`src/rtl/dqs_wr_pattern_gen_pkg.sv`:
```
// Shared DQS write-path definitions: FSM encoding, nibble patterns
// and the read-window counter width.
package dqs_wr_pattern_gen_pkg;

  localparam int RD_CNT_W = 4;

  typedef enum logic [2:0] {
    ST_IDLE = 3'd0,
    ST_PRE  = 3'd1,
    ST_B0   = 3'd2,
    ST_B1   = 3'd3,
    ST_POST = 3'd4
  } wr_state_t;

  localparam logic [3:0] DQS_PRE_D    = 4'b0000;
  localparam logic [3:0] DQS_PRE_T    = 4'b0011;
  localparam logic [3:0] DQS_TOGGLE_D = 4'b0101;
  localparam logic [3:0] DQS_POST_T   = 4'b1100;
  localparam logic [3:0] DQS_IDLE_T   = 4'b1111;

  function automatic logic [3:0] dqs_d(wr_state_t s);
    logic [3:0] d;
    d = 4'b0000;
    if (s == ST_PRE) d = DQS_PRE_D;
    if (s == ST_B0 || s == ST_B1) d = DQS_TOGGLE_D;
    return d;
  endfunction

  function automatic logic [3:0] dqs_t(wr_state_t s);
    logic [3:0] t;
    t = DQS_IDLE_T;
    unique case (s)
      ST_PRE:  t = DQS_PRE_T;
      ST_B0:   t = 4'b0000;
      ST_B1:   t = 4'b0000;
      ST_POST: t = DQS_POST_T;
      default: t = DQS_IDLE_T;
    endcase
    return t;
  endfunction

endpackage

```
`src/rtl/dqs_wr_pattern_gen_dci_window_timer.sv`:
```
// Read-termination window: loadable, reloadable down-counter.
// The window is open while the count is nonzero.
module dci_window_timer
  import dqs_wr_pattern_gen_pkg::*;
#(
  parameter int RD_WINDOW = 4
) (
  input  logic clk,
  input  logic rst,
  input  logic load,
  output logic window_open
);

  logic [RD_CNT_W-1:0] cnt;

  always_ff @(posedge clk or posedge rst) begin
    if (rst) begin
      cnt <= '0;
    end else if (load) begin
      cnt <= RD_CNT_W'(RD_WINDOW);
    end else if (cnt != '0) begin
      cnt <= cnt - 1'b1;
    end
  end

  assign window_open = (cnt != '0);

endmodule

```
`src/rtl/dqs_wr_pattern_gen.sv`:
```
// DQS preamble/toggle/postamble and DCI control for one byte lane.
// Define DQS_WR_ERR_EN to build the sticky err/err_clr logic.
module dqs_wr_pattern_gen
  import dqs_wr_pattern_gen_pkg::*;
#(
  parameter int RD_WINDOW = 4
) (
  input  logic       clk,
  input  logic       rst,
  input  logic       wr_req,
  input  logic       rd_req,
  input  logic       err_clr,
  output logic [3:0] dqs_din,
  output logic [3:0] dqs_tin,
  output logic       dci_disable,
  output logic       busy,
  output logic       err
);

  wr_state_t state, state_nxt;
  logic window_open;
  logic wr_ok, rd_ok, err_set;

  always_comb begin
    wr_ok = wr_req && !window_open &&
            (state == ST_IDLE || state == ST_B1 ||
             state == ST_POST);
    // Both the FSM state and the registered busy flag block reads.
    rd_ok = rd_req && state == ST_IDLE && !busy && !wr_ok;
    err_set = (wr_req && !wr_ok) || (rd_req && !rd_ok);
    state_nxt = state;
    unique case (state)
      ST_IDLE: if (wr_ok) state_nxt = ST_PRE;
      ST_PRE:  state_nxt = ST_B0;
      ST_B0:   state_nxt = ST_B1;
      ST_B1:   state_nxt = wr_ok ? ST_B0 : ST_POST;
      ST_POST: state_nxt = wr_ok ? ST_PRE : ST_IDLE;
      default: state_nxt = ST_IDLE;
    endcase
  end

  dci_window_timer #(
    .RD_WINDOW(RD_WINDOW)
  ) u_timer (
    .clk        (clk),
    .rst        (rst),
    .load       (rd_ok),
    .window_open(window_open)
  );

  always_ff @(posedge clk or posedge rst) begin
    if (rst) begin
      state       <= ST_IDLE;
      dqs_din     <= 4'h0;
      dqs_tin     <= DQS_IDLE_T;
      dci_disable <= 1'b1;
      busy        <= 1'b0;
    end else begin
      state       <= state_nxt;
      dqs_din     <= dqs_d(state);
      dqs_tin     <= dqs_t(state);
      busy        <= (state != ST_IDLE);
      dci_disable <= !window_open || (state != ST_IDLE);
    end
  end

`ifdef DQS_WR_ERR_EN
  logic err_flag;

  always_ff @(posedge clk or posedge rst) begin
    if (rst) begin
      err_flag <= 1'b0;
      err      <= 1'b0;
    end else begin
      if (err_set) err_flag <= 1'b1;
      else if (err_clr) err_flag <= 1'b0;
      err <= err_flag;
    end
  end
`else
  logic unused_err;
  assign unused_err = err_set ^ err_clr;
  assign err = 1'b0;
`endif

endmodule

```
`config.mk`:
```
export PLATFORM = sky130hd
export DESIGN_NAME = dqs_wr_pattern_gen
export DESIGN_NICKNAME = d
export VERILOG_FILES = /design/src/rtl/dqs_wr_pattern_gen_pkg.sv /design/src/rtl/dqs_wr_pattern_gen_dci_window_timer.sv /design/src/rtl/dqs_wr_pattern_gen.sv
export SDC_FILE = /design/constraint.sdc
export NUM_CORES = 1
export LEC_CHECK = 0
export BUFFER_PORTS_ARGS = -buffer_cell sky130_fd_sc_hd__buf_2
export CORE_AREA = 2 2 39 41
export DETAILED_ROUTE_END_ITERATION = 6
export DIE_AREA = 0 0 41 43
export PLACE_DENSITY = 0.67
export REMOVE_ABC_BUFFERS = 1
export SYNTH_ARGS = -nofsm -noshare
export SYNTH_HDL_FRONTEND = slang
export SYNTH_SLANG_ARGS = --single-unit
export TNS_END_PERCENT = 10
```
`constraint.sdc`:
```
create_clock -name clk -period 2.4 [get_ports clk]
set_input_delay 0.48 -clock clk [delete_from_list [all_inputs] [get_ports clk]]
set_output_delay 0.48 -clock clk [all_outputs]
set_load 0.03 [all_outputs]
```
==> flow_metrics.env <==
export IMPL_hold_path_class="in -> async"
export IMPL_start_kind="flop"
export IMPL_setup_worst_path_class="reg -> reg"
export IMPL_area_growth_pct=12.9
export IMPL_design_area_um2=646
export IMPL_met1_usage=0.165
export IMPL_synth_compound_area_frac=0.0919
export IMPL_wl_um=889
export IMPL_postCtsResizedCells=0
export IMPL_yosysTopAreaCellShare=0.394
export IMPL_synth_seq_cells=12
export IMPL_ant_nets=0
export IMPL_netlist_area_um2=572
export IMPL_clockBufferDepth=2
export IMPL_die_h_um=43
export IMPL_overflow=0
export IMPL_num_rows=14
export IMPL_synth_mux_area_frac=0.0197
export IMPL_required_ns=2.56
export IMPL_dieWidth_um=41
export IMPL_ir_drop_mv=0.767
export IMPL_tns_ns=0
export IMPL_core_area_um2=1380
export IMPL_antenna_found_initial=0
export IMPL_synthSimpleGateAreaFrac=0.179
export IMPL_grt_busiest_layer="met2"
export IMPL_n_antenna_cell=0
export IMPL_synth_xor_area_share=0.0153
export IMPL_slew_viol_final=0
export IMPL_cts_tree="yes"
export IMPL_tightest_slew_ns=0.537
export IMPL_ys_flop_type="dfrtp_1"
export IMPL_timing_hold_ws_ns=0.194
export IMPL_wl_per_cell_um=11.4
export IMPL_grt_pass1_vias=330
export IMPL_p_per_area_nw_per_um2=1660
export IMPL_final_cell_mix="buf_2, dfrtp_1, inv_1"
export IMPL_hold_violations=0
export IMPL_use_met2=0.172
export IMPL_cts_hold_repair_buffers=0
export IMPL_numClockSinks=12
export IMPL_cp_max_fo=4
export IMPL_hpwlAfterDp_um=667
export IMPL_clkLatencyLatePin_ns=0.27
export IMPL_firstDrtPassIters=4
export IMPL_h_tree_depth=1
export IMPL_timing_max_cap_violations=0
export IMPL_final_common_cell="buf_2"
export IMPL_synth_area_leaders="dfrtp_1, dfstp_2, buf_4"
export IMPL_ys_seq_area_frac=0.532
export IMPL_skew_ns=0.00516
export IMPL_synthesis_instances=51
export IMPL_cts_made_buffers=3
export IMPL_nets=70
export IMPL_cts_root_buffer="clkbuf_4"
export IMPL_max_freq_mhz=628
export IMPL_status="finished clean"
export IMPL_synth_edf_count=0
export IMPL_period_needed_ns=1.59
export IMPL_syn_avg_cell_area_um2=11.2
export IMPL_synth_top_area_cell="dfrtp_1"
export IMPL_drive_gt1_frac=0.371
export IMPL_rsz0062_at_grt="no"
export IMPL_yosysUniqueCellTypes=24
export IMPL_route_detailed_drc=0
export IMPL_start_util=0.413
export IMPL_grt_usage=0.127
export IMPL_clkTransAtPathRegs_ns=0.08
export IMPL_yosysWarnings=0
export IMPL_grt_max_degree=13
export IMPL_fp_dieArea_um2=1760
export IMPL_pin_count=16
export IMPL_cp_arrival_ns=1.75
export IMPL_cp_end_kind="flop"
export IMPL_place_area_um2=609
export IMPL_gp_congestion=0.823
export IMPL_p_leak_nw=0.313
export IMPL_grt_use_met3=0.0471
export IMPL_grt_pass1_wl_um=1440
export IMPL_num_vias=376
export IMPL_post_route_period_util=0.664
export IMPL_maxSlewHeadroom=0.641
export IMPL_cts_setup_buffers=0
export IMPL_async_reset_ff_frac=1.00
export IMPL_setup_viol=0
export IMPL_port_buffers=11
export IMPL_via_per_inst=4.82
export IMPL_drt_initial_drc_count=7
export IMPL_synthAdderAreaFrac=0.0438
export IMPL_synth_top_family_by_area="simple AND/OR/NAND/NOR gates"
synthesized netlist by cell type, types with 2 or more instances:
cell type	number
dfrtp_1	9
buf_4	6
a22o_1	2
nor2_1	4
a21oi_1	2
ha_1	2
nand2_1	2
nor3b_1	2
dfstp_2	3
inv_1	5
through the flow:
| step | setup slack [ns] | util | total power, mW | cells |
|---|---|---|---|---|
| after floorplan | 1.06 | - | 0.800 | 47 |
| after global placement | 0.914 | 0.440 | 0.906 | 74 |
| after detailed placement | 0.833 | 0.440 | 0.918 | 74 |
| after CTS | 0.819 | 0.467 | 1.08 | 78 |
| after global routing | 0.680 | 0.467 | 1.15 | 78 |
| final | 0.807 | 0.467 | 1.07 | 78 |
metal layers:
metal	share of wire	wire length, um
met1	0.47	417
met2	0.45	396
met3	0.069	61
met4	0.016	14
met5	0	0
worst paths after layout:
path / start / end / slack, ns / cells past startpoint
min in group clk: wr_req / state[0] / 0.49 / 2
setup reg to reg: u_timer.cnt[0] / state[2] / 0.81 / 5
hold reg to reg: state[2] / dqs_tin[1] / 0.52 / 1
max in group asynchronous: rst / dqs_tin[1] / 1.87 / 2
setup / recovery: u_timer.cnt[0] / state[2] / 0.81 / 5
hold / removal: rst / state[1] / 0.19 / 2
state kept, by name, indices dropped and copies added (netlist names):
name / cells
busy: 1
dci_disable: 1
dqs_din: 1
dqs_tin: 2
state: 3
u_timer.cnt: 4
worst max-delay path, cell delays in order (launching register included):
cell and delay, ns:
dfrtp_1 0.41, inv_1 0.09, ha_1 0.18, nor3b_1 0.48, nand2_1 0.13, and3_1 0.19
power by group:
group / switching [mW] / internal [mW]
sequential: 0.0846 / 0.322
clock: 0.0668 / 0.0921
combinational: 0.304 / 0.201
total: 0.455 / 0.614
final cells by class:
class                   instances  area (um^2)
well taps                      16         20.0
inverters                       5         18.8
flip-flops and latches         12          304
multi-input cells              30          211
clock buffers                   4         36.3
repair buffers                 11         55.1
fillers                       138          738
cell families (layout without fill, tap and decap cells):
family	after synthesis	in the layout
compound gates	7	7
xor+xnor	1	1
fa+ha+maj	2	2
buf+inv	11	20
flops	12	12
mux	1	1
other cells	1	3
simple gates	16	16
Power figures use the tool's default switching activity.
